`config.mk`:
```
export PLATFORM = sky130hd
export DESIGN_NAME = counter_seq
export DESIGN_NICKNAME = d
export VERILOG_FILES = /design/src/rtl/counter_seq.sv
export SDC_FILE = /design/constraint.sdc
export NUM_CORES = 1
export LEC_CHECK = 0
export ABC_AREA = 1
export BUFFER_PORTS_ARGS = -buffer_cell sky130_fd_sc_hd__buf_2
export CAP_MARGIN = 20
export CORE_MARGIN = 2
export CORE_UTILIZATION = 42
export CTS_CLUSTER_SIZE = 8
export DETAILED_ROUTE_END_ITERATION = 6
export PLACE_DENSITY = 0.72
export SLEW_MARGIN = 20
export SYNTH_ARGS = -nofsm -noshare
export SYNTH_HDL_FRONTEND = slang
export SYNTH_SLANG_ARGS = --single-unit
```
`constraint.sdc`:
```
create_clock -name clk -period 1.1 [get_ports clk]
set_input_delay 0.055 -clock clk [delete_from_list [all_inputs] [get_ports clk]]
set_output_delay 0.055 -clock clk [all_outputs]
set_load 0.05 [all_outputs]
```
`src/rtl/counter_seq.sv`:
```
// Sequencing controller for a 4-bit loadable counter: runs start_val..term modulo sequences, one-shot or free-running, with pause/resume.
// Latency: LOAD one cycle after start, count visible the next; tc combinational (TC_REG=0) or one cycle later (TC_REG=1).
// Backpressure: none; start/stop are single-cycle requests. Optional wrap counter enabled by COUNTER_SEQ_WRAPCNT_EN.
module counter_seq #(
    parameter bit TC_REG = 1'b0
) (
    input  logic       clk,
    input  logic       rst,
    input  logic       start,
    input  logic       stop,
    input  logic       oneshot,
    input  logic [3:0] start_val,
    input  logic [3:0] term,
    input  logic [3:0] cnt_q,
    output logic       cnt_enb,
    output logic       cnt_modo,
    output logic [3:0] cnt_data,
    output logic       busy,
    output logic       paused,
    output logic       done,
    output logic       tc
`ifdef COUNTER_SEQ_WRAPCNT_EN
    ,
    output logic [7:0] wraps
`endif
);

    typedef enum logic [2:0] {
        S_IDLE  = 3'd0,
        S_LOAD  = 3'd1,
        S_RUN   = 3'd2,
        S_PAUSE = 3'd3,
        S_DONE  = 3'd4
    } state_t;

    state_t     state_q, state_d;
    logic [3:0] sv_q, sv_d;
    logic [3:0] term_q, term_d;
    logic       os_q, os_d;
    logic       cfg_ld;
    logic       hit;

    assign hit = (state_q == S_RUN) && (cnt_q == term_q);

    always_comb begin
        state_d  = state_q;
        cfg_ld   = 1'b0;
        cnt_enb  = 1'b0;
        cnt_modo = 1'b0;
        case (state_q)
            S_IDLE: begin
                if (start && !stop) begin
                    cfg_ld  = 1'b1;
                    state_d = S_LOAD;
                end
            end
            S_LOAD: begin
                cnt_enb  = 1'b1;
                cnt_modo = 1'b1;
                state_d  = S_RUN;
            end
            S_RUN: begin
                cnt_enb = 1'b1;
                // A pause request beats the terminal hit: no reload, no DONE.
                if (stop) begin
                    cnt_enb = 1'b0;
                    state_d = S_PAUSE;
                end else if (hit) begin
                    if (os_q) begin
                        cnt_enb = 1'b0;
                        state_d = S_DONE;
                    end else begin
                        cnt_modo = 1'b1;
                    end
                end
            end
            S_PAUSE: begin
                if (stop) begin
                    state_d = S_IDLE;
                end else if (start) begin
                    state_d = S_RUN;
                end
            end
            S_DONE: begin
                if (stop) begin
                    state_d = S_IDLE;
                end else if (start) begin
                    cfg_ld  = 1'b1;
                    state_d = S_LOAD;
                end
            end
            default: state_d = S_IDLE;
        endcase
    end

    always_comb begin
        sv_d   = sv_q;
        term_d = term_q;
        os_d   = os_q;
        if (cfg_ld) begin
            sv_d   = start_val;
            term_d = term;
            os_d   = oneshot;
        end
    end

    always_ff @(posedge clk or negedge rst) begin
        if (!rst) begin
            state_q <= S_IDLE;
            sv_q    <= 4'd0;
            term_q  <= 4'd0;
            os_q    <= 1'b0;
        end else begin
            state_q <= state_d;
            sv_q    <= sv_d;
            term_q  <= term_d;
            os_q    <= os_d;
        end
    end

    assign cnt_data = sv_q;
    assign busy     = (state_q == S_LOAD) || (state_q == S_RUN);
    assign paused   = (state_q == S_PAUSE);
    assign done     = (state_q == S_DONE);

    generate
        if (TC_REG) begin : g_tc_reg
            logic tc_q, tc_d;
            assign tc_d = hit;
            always_ff @(posedge clk or negedge rst) begin
                if (!rst) begin
                    tc_q <= 1'b0;
                end else begin
                    tc_q <= tc_d;
                end
            end
            assign tc = tc_q;
        end else begin : g_tc_comb
            assign tc = hit;
        end
    endgenerate

`ifdef COUNTER_SEQ_WRAPCNT_EN
    logic [7:0] wraps_q, wraps_d;

    always_comb begin
        wraps_d = wraps_q;
        if (cfg_ld) begin
            wraps_d = 8'd0;
        end else if (hit && (wraps_q != 8'hFF)) begin
            wraps_d = wraps_q + 8'd1;
        end
    end

    always_ff @(posedge clk or negedge rst) begin
        if (!rst) begin
            wraps_q <= 8'd0;
        end else begin
            wraps_q <= wraps_d;
        end
    end

    assign wraps = wraps_q;
`endif

endmodule

```
==> flow_summary.yaml <==
synthesis:
  synth_compound_area_share_pct: 7.03
  synth_top_area_cell: "dfrtp_1"
  yosysTopAreaCellShare_pct: 43.2
  synthMostInstantiatedCell: "nand2_1"
  synthCells: 89
  ys_seq_area_share_pct: 43.2
  async_reset_ff_share_pct: 100
  synth-simple-area-share_pct: 33.5
  ys_types: 21
  synth_fp_nets: 106
  synth_area_leaders: "dfrtp_1 43%, nand2_1 13%, inv_1 6.5%"
  synth_top_family_by_area: "simple AND/OR/NAND/NOR gates"
  yosys-top-cells-count: "24 x nand2_1, 12 x dfrtp_1, 12 x inv_1"
  synth_fa_ha_area_share_pct: 0
  ys_ff_latch: 12
  synth-edff-count: 0
  synth_xor_area_share_pct: 0
  netlist_area_sq_um: 694
  ys.flop_type: "dfrtp_1"
  synth.area.mux_share_pct: 7.57
  avgSynthCellArea_sq_um: 7.80
  yosys_warnings: 0
timing:
  fin_crit_ns: 1.45
  fin_setup_tns_ns: -3.71
  hold_slack_ns: 0.0230
  skew_ns: 0.00828
  fmax_mhz: 689
  maxSlewViolCount: 0
  postLayoutSetupSlackWorst_ns: -0.351
  finalCritPeriodShare_pct: 132
  worstMarginPinSlew_ns: 0.254
  relSlewSlack_pct: 83.0
  rsz0062_at_grt: "true"
  finalSetupViolations: 18
  hold_violations: 0
critical_path:
  cp_slowest_stage_delay_ns: 0.41
  startpoint_type: "flop"
  worstPathCellList: "inv_2 -> nand3_4 -> nor2_4 -> nand2_2 -> o21ai_4 -> buf_6"
  cp-end-kind: "primary output"
  crit_buf_inv: 2
  cp_max_fo: 3
  required_ns: 1.04
  critPathTopFamily: "flip-flops"
  arrival_ns: 1.40
  crit_type: "flop to primary output"
  cp_slowest_cell: "dfrtp_1"
drt:
  first_iter_violations: 8
  dr.max_layer_used: "met4"
  wl_met3_microns: 97
  antenna_left: 0
  route.detailed.drc: 0
  vias_per_cell: 4.98
  routed_wl_microns: 2210
  wire_per_inst_microns: 13.5
  wl_met2_microns: 1280
  via_count: 816
  firstDrtPassIters: 4
  wl_met1_microns: 799
run_status:
  violations: "negative setup slack"
  status: "complete, but fails checks"
final_layout:
  fillCellCount: 75
  ff_latch_area_sq_um: 302
  diodes: 0
  syn_to_final_growth_pct: 90.1
  final_nets: 166
  drive_gt1_share_pct: 65.5
  multiInputGateArea_sq_um: 479
clock_tree:
  numCtsBuffers: 3
  clk_pin_slew_worst_paths_ns: 0.08
  htreeDepth: 1
  cts_tree: "yes"
  ctsRootBufferMaster: "clkbuf_4"
  insertion_delay_ns: 0.27
  cts_buffer_depth: 2
  cts_sinks: 12
floorplanning:
  die_w_microns: 44.7
  row_count: 14
  io_pins: 27
  die_height_microns: 44.7
  start_util_pct: 45.6
  core_sq_um: 1520
  dieArea_sq_um: 1990
global_routing:
  grt_pass1_vias: 800
  grt_use_total_pct: 22.7
  antenna_found_initial: 0
  grt_overflow_total: 0
  grt_max_degree: 13
  grt_pass1_wl_microns: 3190
worst_hold_path:
  hold_path.class: "input port to flop"
power:
  p_leak_uw: 0.000690
  ir_worst_vdd_v: 0.00207
  p_per_area_nw_per_um2: 2950
placement:
  port_buffers: 26
  gp_congestion: 0.756
  dpl.hpwl_microns: 1240
flow_run:
  maxCapViolCount: 0
==> report_power, final <==
part / switching [uW] / internal, uW / total, uW
sequential: 155 / 648 / 803
clock: 140 / 201 / 341
combinational: 1550 / 1200 / 2750
total: 1840 / 2050 / 3900
==> flip-flops by register name, summed over array words and instances (netlist names) <==
name      count
cnt_data      4
state_q       3
os_q          1
term_q        4
==> final timing paths <==
path / startpoint / to / slack (ns) / depth (start not counted)
hold reg to reg: cnt_data[1]$_DFFE_PN0P_ / cnt_data[1]$_DFFE_PN0P_ / 0.51 / 1
setup reg to reg: state_q[1]$_DFFE_PN0P_ / cnt_data[0]$_DFFE_PN0P_ / -0.18 / 4
hold / removal: start_val[2] / cnt_data[2]$_DFFE_PN0P_ / 0.02 / 2
min in group asynchronous: rst / cnt_data[3]$_DFFE_PN0P_ / 0.17 / 2
max in group asynchronous: rst / state_q[1]$_DFFE_PN0P_ / 0.71 / 2
setup / recovery: state_q[0]$_DFFE_PN0P_ / cnt_modo / -0.35 / 6
==> cell usage in the layout (no fill, tap or decap), types with 2 or more instances in the layout <==
master and count:
a21oi_1 4, a21oi_2 2, buf_2 20, buf_4 21
buf_6 9, buf_8 3, clkbuf_4 3, dfrtp_1 11
dlygate4sd3_1 3, inv_1 9, inv_2 4, mux2_2 2
mux2_4 2, nand2_1 16, nand2_2 5, nand2_4 5
nand3_1 4, nand3_2 2, nor2_2 5, nor2_4 7
==> through the flow <==
step	area, sq um	utilization (%)	setup slack, ns	std cells	total power, uW
floorplan	741	-	-0.137	89	2090
global placement	970	63.6	-0.130	142	2580
detailed placement	970	63.6	-0.189	142	2630
CTS	1230	80.8	-0.315	160	3620
global route	1320	86.6	-0.434	164	4110
finish	1320	86.6	-0.351	164	3900
==> per-layer routing <==
layer / track usage [%] / vias up
li1: - / 400
met1: 24.5 / 386
met2: 43.5 / 26
met3: 5.71 / 4
met4: 5.45 / 0
met5: 0 / -
==> area by class of cell <==
class | count | share of cell area (%)
clock buffer | 4 | 2.75
inverter | 13 | 3.70
multi-input combinational | 63 | 36.3
sequential | 12 | 22.8
tap | 16 | 1.52
timing repair buffer | 56 | 32.9
==> cell families after synthesis <==
family,count (synthesis)
compound gates,9
buf+inv,14
flops,12
mux,4
simple gates,50
==> repair_timing <==
| action | CTS | global route |
|---|---|---|
| pin swaps | 13 | 14 |
| gates resized for setup | 37 | 15 |
| setup endpoints to repair | 18 | 18 |
| hold endpoints to repair | 12 | 2 |
| hold buffers | 1 | 2 |
| gates cloned | 1 | 0 |
| buffers inserted | 13 | 2 |
No activity file was read; power rests on OpenSTA's default activity.
